<file path="src/rtl/db_qp_ram_ctrl.sv">
// Deblocking QP top-row buffer controller: sweeps the RAM clear at frame start,
// then round-robin arbitrates one read and one write requester onto the single port.
module db_qp_ram_ctrl #(
    parameter int unsigned           WORD_WIDTH = 20,
    parameter int unsigned           ADDR_WIDTH = 8,
    parameter logic [WORD_WIDTH-1:0] INIT_VALUE = '0
) (
    input  logic                  clk,
    input  logic                  rst,
    input  logic                  frame_start_i,
    output logic                  ready_o,
    input  logic                  rd_req_i,
    input  logic [ADDR_WIDTH-1:0] rd_addr_i,
    output logic                  rd_ack_o,
    output logic                  rd_valid_o,
    output logic [WORD_WIDTH-1:0] rd_data_o,
    input  logic                  wr_req_i,
    input  logic [ADDR_WIDTH-1:0] wr_addr_i,
    input  logic [WORD_WIDTH-1:0] wr_data_i,
    output logic                  wr_ack_o,
    output logic                  ram_cen_o,
    output logic                  ram_oen_o,
    output logic                  ram_wen_o,
    output logic [ADDR_WIDTH-1:0] ram_addr_o,
    output logic [WORD_WIDTH-1:0] ram_data_o,
    input  logic [WORD_WIDTH-1:0] ram_data_i
);

    localparam int unsigned DEPTH = 1 << ADDR_WIDTH;
    localparam int unsigned CNT_W = ADDR_WIDTH + 1;
    localparam logic [CNT_W-1:0] LAST_ADDR = CNT_W'(DEPTH - 1);

    typedef enum logic [1:0] {
        IDLE  = 2'd0,
        INIT  = 2'd1,
        SERVE = 2'd2
    } state_t;

    state_t           state;
    logic [CNT_W-1:0] clr_cnt;
    logic             last_rd;
    logic             rd_valid_q;
    logic             rd_gnt;
    logic             wr_gnt;

    // Round-robin: on contention grant whichever side did not win last time
    always_comb begin
        rd_gnt = 1'b0;
        wr_gnt = 1'b0;
        if (state == SERVE) begin
            if (rd_req_i && wr_req_i) begin
                rd_gnt = !last_rd;
                wr_gnt = last_rd;
            end else begin
                rd_gnt = rd_req_i;
                wr_gnt = wr_req_i;
            end
        end
    end

    // RAM port mux
    always_comb begin
        ready_o    = (state == SERVE);
        rd_ack_o   = rd_gnt;
        wr_ack_o   = wr_gnt;
        ram_cen_o  = 1'b1;
        ram_wen_o  = 1'b1;
        ram_oen_o  = 1'b1;
        ram_addr_o = '0;
        ram_data_o = '0;
        case (state)
            INIT: begin
                ram_cen_o  = 1'b0;
                ram_wen_o  = 1'b0;
                ram_addr_o = clr_cnt[ADDR_WIDTH-1:0];
                ram_data_o = INIT_VALUE;
            end
            SERVE: begin
                ram_oen_o = 1'b0;
                if (rd_gnt) begin
                    ram_cen_o  = 1'b0;
                    ram_addr_o = rd_addr_i;
                end else if (wr_gnt) begin
                    ram_cen_o  = 1'b0;
                    ram_wen_o  = 1'b0;
                    ram_addr_o = wr_addr_i;
                    ram_data_o = wr_data_i;
                end
            end
            default: ;
        endcase
    end

    always_ff @(posedge clk or posedge rst) begin
        if (rst) begin
            state      <= IDLE;
            clr_cnt    <= '0;
            last_rd    <= 1'b1;
            rd_valid_q <= 1'b0;
        end else begin
            rd_valid_q <= rd_gnt;
            if (rd_gnt) begin
                last_rd <= 1'b1;
            end else if (wr_gnt) begin
                last_rd <= 1'b0;
            end
            case (state)
                IDLE: begin
                    if (frame_start_i) begin
                        state   <= INIT;
                        clr_cnt <= '0;
                    end
                end
                INIT: begin
                    // A new frame start restarts the sweep; this cycle's write still lands
                    if (frame_start_i) begin
                        clr_cnt <= '0;
                    end else begin
                        clr_cnt <= clr_cnt + CNT_W'(1);
                        if (clr_cnt == LAST_ADDR) begin
                            state <= SERVE;
                        end
                    end
                end
                SERVE: begin
                    if (frame_start_i) begin
                        state   <= INIT;
                        clr_cnt <= '0;
                    end
                end
                default: state <= IDLE;
            endcase
        end
    end

    assign rd_valid_o = rd_valid_q;
    assign rd_data_o  = ram_data_i;

endmodule

</file>
<file path="config.mk">
export PLATFORM = sky130hd
export DESIGN_NAME = db_qp_ram_ctrl
export DESIGN_NICKNAME = d
export VERILOG_FILES = /design/src/rtl/db_qp_ram_ctrl.sv
export SDC_FILE = /design/constraint.sdc
export NUM_CORES = 1
export LEC_CHECK = 0
export ABC_AREA = 1
export CAP_MARGIN = 20
export CORE_ASPECT_RATIO = 1.25
export CORE_MARGIN = 4
export CORE_UTILIZATION = 35
export CTS_BUF_LIST = sky130_fd_sc_hd__clkbuf_8
export DETAILED_ROUTE_END_ITERATION = 8
export PLACE_DENSITY = 0.89
export SLEW_MARGIN = 20
export SYNTH_ARGS = -nofsm -noshare
export SYNTH_HDL_FRONTEND = slang
export SYNTH_SLANG_ARGS = --single-unit
</file>
<file path="constraint.sdc">
create_clock -name clk -period 4.2 [get_ports clk]
set_clock_uncertainty 0.05 [all_clocks]
set_input_delay 0.63 -clock clk [delete_from_list [all_inputs] [get_ports clk]]
set_output_delay 0.63 -clock clk [all_outputs]
set_load 0.03 [all_outputs]
</file>
* Word-level counts from Yosys, hierarchy flattened
Index checks and enable logic that the tools add are counted.
Word-level totals: memory bits (writable) 0, input bits 61, latch bits 0, output and inout bits 55, bits in read-only memories 0, memories kept 0, register bits 13, logic and storage cells 44
Cells by class: muxes and demuxes 25, shift operators 0, bitwise operators 0, add/subtract/negate cells 1, div/mod/pow operators 0, multipliers 0, order comparisons 0, eq/ne operators 6, reduce and logical (&&, ||, !) cells 8
Operators with widths (number):
- two-way mux 20 bit | 3
- two-way mux 9 bit | 2
- case mux 9 bit (2 select lines) | 1
- two-way mux 8 bit | 2
- case mux 8 bit (2 select lines) | 1
- two-way mux 1 bit | 10
- adder 9 x 1 -> 9 bit (second input constant) | 1
- equality test 9 x 8 -> 1 bit (second input constant) | 1
- two-way mux 2 bit | 3
- != test 2 bit (second input constant) | 2
- case mux 1 bit (2 select lines) | 2
- case mux 2 bit (2 select lines) | 1
- nonzero test 2 bit | 2
- AND reduction 3 bit | 1
- equality test 2 x 1 -> 1 bit (second input constant) | 1
- equality test 2 bit (second input constant) | 1
- zero test 2 bit | 1
- != test 2 x 1 -> 1 bit (second input constant) | 1
- AND reduction 2 bit | 1
- OR reduction 2 bit | 1
- logical AND 1 bit | 1
- zero test 1 bit | 1

* Depth between registers and ports, before layout
Gate-level depths: netlist of the first run.
depth in word-level cells 6, depth in mapped cells 10, gate-level depth less buffers 10

* Least setup slack after synthesis of the first run
Ideal clock, no wire load.
path type register to output, start point register state[0], end point output ram_cen_o, data arrival time 2.142 ns, slack 1.378 ns, stages on the path, launching flop included 6, data required time 3.520 ns, path buffers 0, path through dfrtp_1 > inv_1 > ha_1 > inv_1 > a21oi_1 > and2_1
On the way: cells in the longest elaborated chain, start to end 5, elaborated cells on any way between the ends 7, those cells by class eq/ne (2); mux (5)
RTL lines:
- start: declaration | line 39 | state_t state;
- start signal: assignment | line 96 | state <= IDLE;
- start signal: assignment | line 110 | state <= INIT;
- start signal: assignment | line 121 | state <= SERVE;
- equality test 2 bit (*)
- via ready_o | line 11 | output logic ready_o,
- two-way mux 1 bit | line 50 | if (state == SERVE) begin
- two-way mux 1 bit | line 83 | end else if (wr_gnt) begin
- two-way mux 1 bit | line 80 | if (rd_gnt) begin
- case mux 1 bit (2 select lines) (*) | line 71 | case (state)
- end: declaration | line 21 | output logic ram_cen_o,
The timed path passes the listed nets; every way through them passes the cells marked *.

* Worst setup path in the final report of the first run
start point input wr_req_i, end point output ram_data_o[9]
On the way: cells in the longest elaborated chain, start to end 6, elaborated cells on any way between the ends 8, those cells by class mux (7); reduce/logical (1)
RTL lines:
- start: declaration | line 17 | input logic wr_req_i,
- logical AND 1 bit | line 51 | if (rd_req_i && wr_req_i) begin
- two-way mux 1 bit | line 51
- two-way mux 1 bit | line 50
- two-way mux 20 bit | line 83
- two-way mux 20 bit (*) | line 80
- two-way mux 20 bit (*) | line 71
- end: declaration | line 25 | output logic [WORD_WIDTH-1:0] ram_data_o,
Every way passes the cells marked *; elsewhere a longest branch is shown, timed or not.

==> flow_summary_export.csv, run 1 <==
group,metric,value,unit
worst_setup_path,cp-start-kind,"input pin",
placed_design,hpwl,3040,µm
synthesis,ys_seq_elements,13,
timing,period_share,83.9,%
placed_design,place_inst,305,
layout,diodes,0,
clock_network,cts.sinks,13,
power,combPwrFrac,64.9,%
global_route,track_usage,16.2,%
layout,fin_cells,309,
timing,slew_headroom,63.3,%
worst_setup_path,criticalPathCategory,"input pin to output port",
timing,clock.fmax,284,MHz
die,die_area,4780,µm²
drt,first_pass_iters,4,
die,start_util,36.8,%
power,power_density,425,nW/µm²
timing,slew_violations,0,
worst_setup_path,rr_endpoint,"state[0]",
global_route,grt_max_degree,21,
synthesis,synth_area_leaders,"dfrtp_1 23%, nand2_1 16%, inv_1 14%",
global_route,grt_pass1_vias,1351,
clock_network,clk_pin_slew_worst_paths,0.06,ns
die,rows,24,
synthesis,synth_top_area_share,23.0,%
layout,drive_gt1_share,4.07,%
drt,routedWlPerCell,11.9,µm
synthesis,yosys.area.top_type,"dfrtp_1",
synthesis,ys_types,22,
power,cellInternalPower,0.000428,W
worst_setup_path,crit_end,"ram_data_o[9]",
drt,finalWirelength,3680,µm
power,p_sw,0.000411,W
layout,nets,339,
timing,setup_viol,0,
clock_network,cts_hold_buffers,0,
min_path,hp-class,"flip-flop to flip-flop",
placed_design,port_buffers,75,
global_route,antenna_found_initial,0,
synthesis,synth_area,1310,µm²
clock_network,clock_path_buffers,2,
power,pwr-share-seq,21.5,%
timing,hold_viol,0,
clock_network,htreeDepth,1,
clock_network,numCtsBuffers,3,
layout,areaGrowthSynthToFinish,51.3,%
drt,vias_per_cell,4.48,
drt,antenna_left,0,
drt,drt-initial-drc-count,55,
power,switching_share,49.0,%
flow_run,drv_cap,0,
clock_network,clk-insertion-delay-late,0.25,ns
die,core,3540,µm²
clock_network,postCtsSetupRepairBufs,0,
layout,final_cell_area,1970,µm²
clock_network,cts-root-buf,"clkbuf_8",
synthesis,synth_seq_area_share,25.0,%
power,clkPwrFrac,13.6,%
synthesis,avgSynthCellArea,6.04,µm²
worst_setup_path,path_max_fanout,20,
synthesis,yosys_warnings,0,
timing,fin_setup_tns,0,ns
timing,rsz0062_at_grt,"no",
worst_setup_path,crit-reg2reg-launch,"clr_cnt[0]",
timing,worstMarginPinSlew,0.550,ns
die,ios,116,
die,chipWidth,62.6,µm
global_route,overflow,0,
worst_setup_path,arrival,2.85,ns
die,die_h,76.3,µm
timing,fin_crit,3.53,ns
power,p_leak,0.994,nW
run_status,status,"finished clean",
worst_setup_path,crit_required,3.52,ns
clock_network,cts_resized,0,
worst_setup_path,cp-startpoint,"wr_req_i",
drt,num_vias,1383,
placed_design,gp_congestion,0.858,
worst_setup_path,end_kind,"output port",
placed_design,dpl_cell_area,1930,µm²
synthesis,syn_inst,216,
drt,drc,0,
clock_network,cts_tree,"yes",
worst_setup_path,r2r_slack,2.19,ns
global_route,grt_first_pass_wirelength,6310,µm
synthesis,syn_nets,284,
power,design_power_total,0.000839,W
worst_setup_path,ff2ff_path_depth,9,
power,peakVddDrop,0.235,mV
==> layout by cell type (no fill, tap or decap), drive strengths merged <==
cell and n:
nor2 33, nand2 54, inv 49, dfstp 1
clkbuf 3, o21ai 9, clkdlybuf4s50 75, ha 7
nor3 1, nand3 13, clkinv 1, a21oi 9
dfrtp 12, nand4 1, o22ai 1, and2 1
==> cell families (layout without fill, tap and decap cells) <==
| family | count (synthesis) | after routing | synth area share, % |
|---|---|---|---|
| simple gates | 103 | 103 | 32.7 |
| buf+inv | 74 | 128 | 27.6 |
| compound gates | 19 | 19 | 7.96 |
| flops | 13 | 13 | 25.0 |
| fa+ha+maj | 7 | 7 | 6.71 |
==> metrics by stage <==
stage	setup slack (ns)	hold WS [ns]	util, %
detailed placement	0.658	0.469	54.4
global route	0.472	0.542	55.7
CTS	0.659	0.485	55.7
floorplan	1.38	0.434	-
finish	0.674	0.494	55.7
global placement	0.715	0.464	54.4
==> critical path, cell delays in order <==
cell	delay, ns
clkdlybuf4s50_1	0.47
nand2_1	0.06
a21oi_2	0.38
inv_1	0.39
nor2_1	0.19
clkdlybuf4s50_1	0.72
==> cell usage after synthesis, drive strengths merged <==
cell type	instances
and2	1
clkbuf	1
dfrtp	12
inv	49
a21oi	9
nand3	13
buf	24
o22ai	1
nand2	54
nand4	1
dfstp	1
nor2	33
ha	7
o21ai	9
nor3	1
==> how the worst min path moves through the flow <==
stage                          start         end  cells past startpoint
after floorplan           clr_cnt[6]  clr_cnt[6]                      2
after global placement    clr_cnt[6]  clr_cnt[6]                      2
after detailed placement  clr_cnt[6]  clr_cnt[6]                      2
after CTS                 clr_cnt[6]  clr_cnt[6]                      2
after global routing         last_rd     last_rd                      2
final                        last_rd     last_rd                      2
==> layout make-up <==
| cell class | instances | area, µm² |
|---|---|---|
| clock buffer | 3 | 41.3 |
| clock inverter | 1 | 5.00 |
| fill | 326 | 1570 |
| inverter | 49 | 184 |
| multi-input combinational | 129 | 618 |
| sequential | 13 | 327 |
| tap | 39 | 48.8 |
| timing repair buffer | 75 | 751 |
==> flip-flops by register name (all words and copies together), names as in the netlist <==
register / count
clr_cnt: 9
state: 2
last_rd: 1
rd_valid_o: 1
==> power by group through the flow <==
stage	sequential, W	clock [W]	combinational, W
floorplan	0.000178	0	0.000382
finish	0.000181	0.000114	0.000544
global placement	0.000180	0	0.000536
detailed placement	0.000182	0	0.000544
global route	0.000185	0.000124	0.000600
CTS	0.000181	0.000118	0.000550
==> per-layer routing <==
layer | vias to the layer above | GRT usage [%] | wire length [µm]
met4 | 0 | 7.95 | 128
met5 | - | 0 | 0
met2 | 52 | 30.0 | 1900
met3 | 23 | 3.10 | 265
li1 | 726 | - | -
met1 | 582 | 17.3 | 1390
Power figures use the tool's default switching activity.
==> run 2, diff against run 1 <==
Settings changed: CORE_UTILIZATION 35 to 32, PLACE_DENSITY 0.89 to 0.82.
Clock period 4.2 ns to 3.4 ns, I/O delays scaled along.
==> flow_summary_export.csv, run 2 (synthesis gave the netlist of run 1 again) <==
group,metric,value,unit
clock_network,numCtsBuffers,3,
timing,clock.fmax,341,MHz
worst_setup_path,arrival,2.37,ns
layout,regMostFlops,"clr_cnt",
die,ios,116,
global_route,track_usage,15.9,%
flow_run,drv_cap,0,
die,core,3850,µm²
timing,fin_ws,0.469,ns
clock_network,cts_hold_buffers,0,
clock_network,clk-insertion-delay-late,0.25,ns
placed_design,gp_congestion,0.932,
timing,hold_slack,0.486,ns
placed_design,post-place-ws,0.522,ns
timing,rsz0062_at_grt,"no",
timing,slew_violations,0,
layout,drive_gt1_share,4.06,%
power,power_density,518,nW/µm²
drt,antenna_left,0,
worst_setup_path,criticalPathCategory,"flip-flop to output port",
drt,finalWirelength,4080,µm
clock_network,postCtsSetupRepairBufs,0,
clock_network,cts_resized,0,
layout,reg_top3,"clr_cnt: 9 flops, state: 2 flops",
layout,areaGrowthSynthToFinish,53.2,%
timing,hold_viol,0,
global_route,grt_max_degree,21,
clock_network,clock_path_buffers,2,
clock_network,htreeDepth,1,
clock_network,cts_tree,"yes",
placed_design,port_buffers,75,
worst_setup_path,cp_slowest_stage_delay,0.66,ns
drt,drt-initial-drc-count,80,
timing,setup_viol,0,
worst_setup_path,cp-start-kind,"flip-flop",
drt,first_pass_iters,5,
die,start_util,33.9,%
clock_network,cts.sinks,13,
global_route,overflow,0,
worst_setup_path,slowest_stage,"clkdlybuf4s50_1",
layout,nets,340,
die,die_area,5170,µm²
layout,largest_reg_flops,9,
placed_design,hpwl,3340,µm
layout,layout_commonest_cell,"clkdlybuf4s50_1",
worst_setup_path,path_common_cell,"inv_1",
global_route,antenna_found_initial,0,
timing,period_share,86.2,%
worst_setup_path,cp_num_buf_inv,4,
die,die_h,79.4,µm
worst_setup_path,timing.critical_path.max_delay_family,"buffers and inverters",
power,peakVddDrop,0.194,mV
timing,slew_headroom,63.0,%
drt,num_vias,1459,
global_route,grt_pass1_vias,1336,
clock_network,clk_pin_slew_worst_paths,0.05,ns
power,p_leak,1.00,nW
worst_setup_path,end_kind,"output port",
timing,fin_setup_tns,0,ns
worst_setup_path,crit_required,2.84,ns
timing,fin_crit,2.93,ns
drt,routedWlPerCell,12.6,µm
die,rows,25,
worst_setup_path,path_max_fanout,11,
drt,drc,0,
clock_network,cts-root-buf,"clkbuf_8",
layout,layout_common_cells,"75 x clkdlybuf4s50_1, 54 x nand2_1, 49 x inv_1, 30 x nor2_1, 13 x nand3_1",
min_path,hp-class,"flip-flop to flip-flop",
die,chipWidth,65.1,µm
run_status,status,"finished clean",
timing,worstMarginPinSlew,0.554,ns
global_route,grt_first_pass_wirelength,6330,µm
layout,diodes,0,
drt,vias_per_cell,4.49,
worst_setup_path,crit_chain,"inv_1 -> ha_1 -> inv_1 -> nor2_4 -> nand2_1 -> nand3_1 -> nand2_1 -> inv_1 -> clkdlybuf4s50_1",
==> run 2: metal layers <==
layer	wire [µm]	global-route usage [%]
met1	1410	15.3
met4	163	8.92
met5	0	0
met3	423	5.21
met2	2080	29.2
==> run 2: worst paths after layout <==
check	startpoint	end	slack [ns]	cells after the start
max in group asynchronous	rst	last_rd	2.39	2
hold reg to reg	last_rd	last_rd	0.49	2
setup reg to reg	clr_cnt[0]	state[0]	1.29	9
setup / recovery	state[0]	ram_addr_o[5]	0.47	9
hold / removal	last_rd	last_rd	0.49	2
min in group asynchronous	rst	clr_cnt[2]	0.55	2
==> run 2: power breakdown <==
| part | internal, W | leakage, nW | switching (W) |
|---|---|---|---|
| clock network | 0.0000800 | 0.0269 | 0.0000589 |
| registers | 0.000190 | 0.174 | 0.0000313 |
| logic | 0.000259 | 0.800 | 0.000416 |
| total | 0.000529 | 1.00 | 0.000506 |
==> run 2: final cells by class <==
type	count	area [µm²]
Tap cell	54	67.6
Fill cell	378	1850
Clock buffer	3	41.3
Sequential cell	13	327
Clock inverter	1	3.75
Multi-Input combinational cell	129	618
Timing Repair Buffer	76	758
Inverter	49	184
==> run 2: tightest hold or removal path, stage by stage (launching register included) <==
cell     delay [ns]
dfstp_2        0.36
inv_1          0.07
o21ai_0        0.09
==> run 2: through the flow <==
stage	cells	cell area (µm²)	util (%)	power [W]
after floorplan	216	1310	-	0.000693
after global placement	321	1950	50.8	0.000893
after detailed placement	321	1950	50.8	0.000904
after CTS	325	2000	52.0	0.00105
after global routing	325	2000	52.0	0.00111
final	325	2000	52.0	0.00104
